## src/rtl/conv_pkg.sv

```systemverilog
// Shared definitions for the convolution accelerator register block:
// word offsets, CTRL/STATUS bit positions, job FSM encoding, byte-merge helper.
package conv_pkg;

    localparam int LEN_W_DEF = 16;

    // Word offsets, compared against addr[7:2]
    localparam logic [5:0] OFF_CTRL   = 6'h00;
    localparam logic [5:0] OFF_STATUS = 6'h01;
    localparam logic [5:0] OFF_SRC    = 6'h02;
    localparam logic [5:0] OFF_DST    = 6'h03;
    localparam logic [5:0] OFF_LEN    = 6'h04;
    localparam logic [5:0] OFF_CYCLES = 6'h05;

    localparam int CTRL_START  = 0;
    localparam int CTRL_IRQ_EN = 1;
    localparam int STATUS_BUSY = 0;
    localparam int STATUS_DONE = 1;

    typedef enum logic {
        ST_IDLE = 1'b0,
        ST_RUN  = 1'b1
    } conv_state_e;

    function automatic logic [31:0] apply_wmask(input logic [31:0] cur,
                                                input logic [31:0] wdata,
                                                input logic [3:0]  wmask);
        logic [31:0] res;
        res = cur;
        for (int i = 0; i < 4; i++) begin
            if (wmask[i]) res[8*i +: 8] = wdata[8*i +: 8];
        end
        return res;
    endfunction

endpackage

```

## src/rtl/conv_icb_rsp_buf.sv

```systemverilog
// Single-entry ICB response register: captures rdata/err when a command is
// accepted and holds them until the master takes the response.
module conv_icb_rsp_buf (
    input  logic        hfclk,
    input  logic        corerst,
    input  logic        load,
    input  logic [31:0] rdata_in,
    input  logic        err_in,
    input  logic        rsp_ready,
    output logic        rsp_valid,
    output logic [31:0] rsp_rdata,
    output logic        rsp_err
);

    logic        valid_q, valid_d;
    logic [31:0] rdata_q, rdata_d;
    logic        err_q, err_d;

    always_comb begin
        valid_d = valid_q;
        rdata_d = rdata_q;
        err_d   = err_q;
        if (load) begin
            valid_d = 1'b1;
            rdata_d = rdata_in;
            err_d   = err_in;
        end else if (valid_q && rsp_ready) begin
            valid_d = 1'b0;
        end
    end

    always_ff @(posedge hfclk) begin
        if (corerst) begin
            valid_q <= 1'b0;
            rdata_q <= '0;
            err_q   <= 1'b0;
        end else begin
            valid_q <= valid_d;
            rdata_q <= rdata_d;
            err_q   <= err_d;
        end
    end

    assign rsp_valid = valid_q;
    assign rsp_rdata = rdata_q;
    assign rsp_err   = err_q;

endmodule

```

## src/rtl/conv_icb_regs.sv

```systemverilog
// ICB slave register block for the convolution engine: address decode, job
// FSM, cycle counter and level interrupt. Responses live in conv_icb_rsp_buf.
import conv_pkg::*;

module conv_icb_regs #(
    parameter int ADDR_W = 32,
    parameter int LEN_W  = LEN_W_DEF
) (
    input  logic              hfclk,
    input  logic              corerst,
    input  logic              icb_cmd_valid,
    output logic              icb_cmd_ready,
    input  logic [ADDR_W-1:0] icb_cmd_addr,
    input  logic              icb_cmd_read,
    input  logic [31:0]       icb_cmd_wdata,
    input  logic [3:0]        icb_cmd_wmask,
    output logic              icb_rsp_valid,
    input  logic              icb_rsp_ready,
    output logic [31:0]       icb_rsp_rdata,
    output logic              icb_rsp_err,
    output logic              conv_start,
    output logic [31:0]       conv_src_addr,
    output logic [31:0]       conv_dst_addr,
    output logic [LEN_W-1:0]  conv_len,
    input  logic              conv_done,
    output logic              conv_irq
);

    // state | meaning
    // IDLE  | no job; descriptor writable, conv_done ignored
    // RUN   | job launched; CYCLES counting, waiting for conv_done

    conv_state_e      state_q, state_d;
    logic             irq_en_q, irq_en_d;
    logic             done_q, done_d;
    logic [31:0]      src_q, src_d;
    logic [31:0]      dst_q, dst_d;
    logic [LEN_W-1:0] len_q, len_d;
    logic [31:0]      cycles_q, cycles_d;
    logic             start_q, start_d;
    logic             irq_q, irq_d;

    logic        busy, cmd_acc, cmd_wr, start_req, err_cmd, wr_ok;
    logic [5:0]  off;
    logic [31:0] rdata_cmd, len_rd;
    logic        rsp_valid;
    logic        unused_addr;

    assign unused_addr   = ^{icb_cmd_addr[ADDR_W-1:8], icb_cmd_addr[1:0]};
    assign icb_cmd_ready = ~rsp_valid;
    assign icb_rsp_valid = rsp_valid;

    // Decode: error and read data are computed for every command; only an
    // accepted command loads them into the response buffer.
    always_comb begin
        off       = icb_cmd_addr[7:2];
        busy      = (state_q == ST_RUN);
        cmd_acc   = icb_cmd_valid & icb_cmd_ready;
        cmd_wr    = cmd_acc & ~icb_cmd_read;
        start_req = cmd_wr && (off == OFF_CTRL) && icb_cmd_wmask[0]
                    && icb_cmd_wdata[CTRL_START];
        len_rd    = '0;
        len_rd[LEN_W-1:0] = len_q;
        err_cmd   = 1'b0;
        rdata_cmd = '0;
        case (off)
            OFF_CTRL: begin
                err_cmd                = start_req & busy;
                rdata_cmd[CTRL_IRQ_EN] = irq_en_q;
            end
            OFF_STATUS: begin
                rdata_cmd[STATUS_BUSY] = busy;
                rdata_cmd[STATUS_DONE] = done_q;
            end
            OFF_SRC: begin
                err_cmd   = cmd_wr & busy;
                rdata_cmd = src_q;
            end
            OFF_DST: begin
                err_cmd   = cmd_wr & busy;
                rdata_cmd = dst_q;
            end
            OFF_LEN: begin
                err_cmd   = cmd_wr & busy;
                rdata_cmd = len_rd;
            end
            OFF_CYCLES: begin
                err_cmd   = cmd_wr;
                rdata_cmd = cycles_q;
            end
            default: err_cmd = 1'b1;
        endcase
        if (err_cmd || !icb_cmd_read) rdata_cmd = '0;
        wr_ok = cmd_wr & ~err_cmd;
    end

    always_comb begin
        state_d  = state_q;
        irq_en_d = irq_en_q;
        done_d   = done_q;
        src_d    = src_q;
        dst_d    = dst_q;
        len_d    = len_q;
        cycles_d = cycles_q;
        start_d  = 1'b0;
        irq_d    = done_q & irq_en_q;
        if (wr_ok) begin
            case (off)
                OFF_CTRL: begin
                    if (icb_cmd_wmask[0]) begin
                        irq_en_d = icb_cmd_wdata[CTRL_IRQ_EN];
                        if (icb_cmd_wdata[CTRL_START]) begin
                            state_d  = ST_RUN;
                            cycles_d = '0;
                            done_d   = 1'b0;
                            start_d  = 1'b1;
                        end
                    end
                end
                OFF_STATUS: begin
                    if (icb_cmd_wmask[0] && icb_cmd_wdata[STATUS_DONE]) done_d = 1'b0;
                end
                OFF_SRC: src_d = apply_wmask(src_q, icb_cmd_wdata, icb_cmd_wmask);
                OFF_DST: dst_d = apply_wmask(dst_q, icb_cmd_wdata, icb_cmd_wmask);
                OFF_LEN: len_d = LEN_W'(apply_wmask(len_rd, icb_cmd_wdata, icb_cmd_wmask));
                default: ;
            endcase
        end
        // Completion is applied after the W1C so a same-edge done wins.
        if (busy) begin
            if (cycles_q != '1) cycles_d = cycles_q + 32'd1;
            if (conv_done) begin
                state_d = ST_IDLE;
                done_d  = 1'b1;
            end
        end
    end

    always_ff @(posedge hfclk) begin
        if (corerst) begin
            state_q  <= ST_IDLE;
            irq_en_q <= 1'b0;
            done_q   <= 1'b0;
            src_q    <= '0;
            dst_q    <= '0;
            len_q    <= '0;
            cycles_q <= '0;
            start_q  <= 1'b0;
            irq_q    <= 1'b0;
        end else begin
            state_q  <= state_d;
            irq_en_q <= irq_en_d;
            done_q   <= done_d;
            src_q    <= src_d;
            dst_q    <= dst_d;
            len_q    <= len_d;
            cycles_q <= cycles_d;
            start_q  <= start_d;
            irq_q    <= irq_d;
        end
    end

    conv_icb_rsp_buf u_rsp_buf (
        .hfclk     (hfclk),
        .corerst   (corerst),
        .load      (cmd_acc),
        .rdata_in  (rdata_cmd),
        .err_in    (err_cmd),
        .rsp_ready (icb_rsp_ready),
        .rsp_valid (rsp_valid),
        .rsp_rdata (icb_rsp_rdata),
        .rsp_err   (icb_rsp_err)
    );

    assign conv_start    = start_q;
    assign conv_src_addr = src_q;
    assign conv_dst_addr = dst_q;
    assign conv_len      = len_q;
    assign conv_irq      = irq_q;

endmodule

```

## config.mk

```make
export PLATFORM = sky130hd
export DESIGN_NAME = conv_icb_regs
export DESIGN_NICKNAME = d
export VERILOG_FILES = /design/src/rtl/conv_pkg.sv /design/src/rtl/conv_icb_rsp_buf.sv /design/src/rtl/conv_icb_regs.sv
export SDC_FILE = /design/constraint.sdc
export NUM_CORES = 1
export LEC_CHECK = 0
export CORE_MARGIN = 2
export CORE_UTILIZATION = 48
export DETAILED_ROUTE_END_ITERATION = 16
export PLACE_DENSITY = 0.85
export SYNTH_ARGS = -nofsm -noshare
export SYNTH_HDL_FRONTEND = slang
export SYNTH_SLANG_ARGS = --single-unit
```

## constraint.sdc

```tcl
create_clock -name hfclk -period 2.67 [get_ports hfclk]
set_input_delay 0.4005 -clock hfclk [delete_from_list [all_inputs] [get_ports hfclk]]
set_output_delay 0.4005 -clock hfclk [all_outputs]
set_load 0.05 [all_outputs]
```

==> results.py <==
metrics = {
    "global_routing": {
        "grt_overflow": 0,
        "grt_max_degree": 65,
        "antenna_found_initial": 0,
        "grt.total_usage_pct": 30.5,
        "grt_pass1_vias": 6623,
        "grt_pass1_wl_mm": 35.5,
    },
    "synthesis": {
        "synth-main-ff-cell": "dfxtp_1",
        "ys.warnings.count": 0,
        "ys_types": 52,
        "synth_edf_count": 0,
        "postSynthCellCount": 718,
        "synthDominantCellAreaShare_pct": 45.0,
        "synth_seq_area_share_pct": 45.0,
        "synth_area_um2": 6710,
        "syn-num-nets": 793,
        "synth_async_sr_flop_share_pct": 0,
        "synth_area_leaders": "dfxtp_1 (45%), mux2i_1 (13%), nor2_1 (5.6%)",
        "ys_seq_elements": 151,
        "synth_top_area_cell": "dfxtp_1",
        "avgSynthCellArea_um2": 9.35,
    },
    "cells_and_area": {
        "final_util_pct": 69.9,
        "final_common_cell": "clkdlybuf4s50_1",
        "final_area_um2": 9630,
        "layout-drive-gt1-share_pct": 11.2,
        "final_cell_mix": "clkdlybuf4s50_1 (163), dfxtp_1 (151), nor2_1 (99)",
        "final_nets": 974,
        "antenna-diode-count": 0,
        "instances_no_fill": 1092,
        "syn_to_final_growth_pct": 43.4,
    },
    "power": {
        "irDropWorstVdd_uv": 391,
        "p_leak_nw": 3.19,
        "p_per_area_nw_per_um2": 559,
    },
    "clock_tree": {
        "cts_hold_buf": 0,
        "clk_pin_slew_ns": 0.06,
        "clock_latency_ns": 0.43,
        "cts_setup_buffers": 0,
        "clockRootBuffer": "clkbuf_16",
        "tritoncts": "done",
        "cts.sinks": 151,
        "clockBufferDepth": 2,
        "cts_buffers": 17,
        "h-tree-depth": 4,
    },
    "floorplanning": {
        "dieWidth_um": 122,
        "die_area_um2": 15000,
        "start_util_pct": 48.7,
        "coreArea_um2": 13800,
        "die-height_um": 122,
        "num_io_pins": 191,
        "rows": 43,
    },
    "sta": {
        "skew_ns": 0.00891,
        "period_needed_ns": 2.64,
        "clock.fmax_ghz": 0.378,
        "setup_viol": 0,
        "worst_pin_slew_ns": 0.927,
        "finalHoldViolCount": 0,
        "post-route-period-util_pct": 99.0,
        "slew_headroom_pct": 37.7,
        "finalHoldWorstSlack_ns": 0.458,
        "slew_violations": 0,
        "finalWorstSetupSlack_ns": 0.0264,
    },
    "min_path": {
        "worstHoldStart": "u_rsp_buf.rsp_rdata[4]",
        "hold_class": "reg2reg",
    },
    "placed_design": {
        "dp_hpwl_mm": 14.8,
        "post-place-ws_ns": -0.145,
        "io_buffers": 164,
        "dp_cells": 1059,
        "place_area_um2": 8910,
        "gp_congestion": 0.928,
    },
    "worst_setup_path": {
        "crit_family": "simple AND/OR/NAND/NOR gates",
        "crit_arrival_ns": 2.93,
        "critPathMaxStageDelay_ns": 0.80,
        "crit_path_top_delay_cell": "nor3_1",
        "crit_end": "cycles_q[3]",
        "endpoint_kind": "flop",
        "r2r_end": "cycles_q[3]",
        "cp_cell_sequence": "nand4_1 > nor3_1 > a31oi_4 > a41oi_1 > a31oi_1",
        "crit_buf_inv": 0,
        "r2r_start": "cycles_q[18]",
        "r2r_slack_ns": 0.03,
        "critPathMaxFanout": 24,
        "startpoint": "cycles_q[18]",
        "cp.required_ns": 2.95,
        "worst_r2r_path_depth": 5,
        "worstSetupPathType": "reg2reg",
        "cp.depth": 5,
        "worst_setup_path_start_kind": "flop",
    },
    "drt": {
        "drt-initial-drc-count": 881,
        "totalWireLength_mm": 23.2,
        "wl_per_cell_um": 21.2,
        "drc": 0,
        "viasPerCell": 6.28,
        "postRouteAntennaNets": 0,
        "dr.pass1.iters": 10,
        "via_count": 6854,
    },
    "flow_run": {
        "drv_cap": 0,
    },
    "status": {
        "outcome": "finished clean",
    },
}
==> worst min path at each step <==
stage / slack, ns / end / cells past startpoint
5_1_grt: 0.47 / u_rsp_buf.rsp_rdata[4] / 1
4_1_cts: 0.45 / u_rsp_buf.rsp_rdata[4] / 1
2_1_floorplan: 0.42 / conv_irq / 2
6_report: 0.46 / u_rsp_buf.rsp_rdata[4] / 1
3_5_place_dp: 0.44 / u_rsp_buf.rsp_rdata[2] / 1
3_3_place_gp: 0.43 / u_rsp_buf.rsp_rdata[3] / 1
==> report_power, final <==
part           switching [W]  internal, W
clock               0.000964      0.00190
combinational       0.000149     0.000113
sequential        0.00000289      0.00226
total                0.00112      0.00427
==> cells in the mapped netlist, types with 4 or more instances <==
cell and n:
dfxtp_1 151, nor2_1 100, mux2i_1 84, nand2_1 73, clkbuf_1 43, a21oi_1 32, o21ai_0 32, a222oi_1 31
a31oi_1 25, nand3_1 19, a21o_1 15, nand4_1 12, a2111oi_4 10, a41oi_1 10, inv_1 8, nor3_1 7
and3_1 6, a22oi_1 5, nor4_1 5, nand2b_1 4, nand3b_1 4, or3_1 4
==> area by class of cell <==
type                            instances  area, µm²
Clock buffer                           21        460
Inverter                                8       30.0
Sequential cell                       151       3020
Clock inverter                         11        240
Multi-Input combinational cell        510       3500
Tap cell                              180        225
Fill cell                             956       4140
Timing Repair Buffer                  211       2150
==> metal layers <==
layer / track usage [%] / routed length (µm) / vias to the layer above / share of wire (%)
li1: - / - / 3046 / -
met1: 37.8 / 8910 / 3292 / 38
met2: 48.8 / 11000 / 430 / 48
met3: 9.06 / 2360 / 86 / 10
met4: 13.8 / 905 / 0 / 3.9
met5: 0 / 0 / - / 0
==> state kept, by name, summed over array words and instances, names as in the netlist <==
signal	cells
done_q	1
u_rsp_buf.rsp_rdata	32
cycles_q	32
busy	1
conv_src_addr	32
conv_irq	1
conv_len	16
u_rsp_buf.rsp_valid	1
conv_dst_addr	32
irq_en_q	1
u_rsp_buf.rsp_err	1
conv_start	1
==> metrics by stage <==
step | total power (W) | TNS, ns
floorplan | 0.00241 | 0
global placement | 0.00256 | -3.73
detailed placement | 0.00256 | -6.63
CTS | 0.00538 | 0
global route | 0.00549 | -0.0366
finish | 0.00539 | 0
==> kinds of logic (layout without fill, tap and decap cells) <==
logic type	after synthesis	in the layout	synth area share, %
simple gates	246	246	16.5
compound gates	175	176	21.5
flops	151	151	45.0
mux	85	85	12.9
buf+inv	58	251	3.65
xor+xnor	2	2	0.261
fa+ha+maj	1	1	0.186
==> what timing repair did <==
action / CTS / global route
gates resized for setup: 0 / 1
setup endpoints to repair: 0 / 10
hold endpoints to repair: 0 / 0
Note: power is estimated with default switching activity, not from simulation.
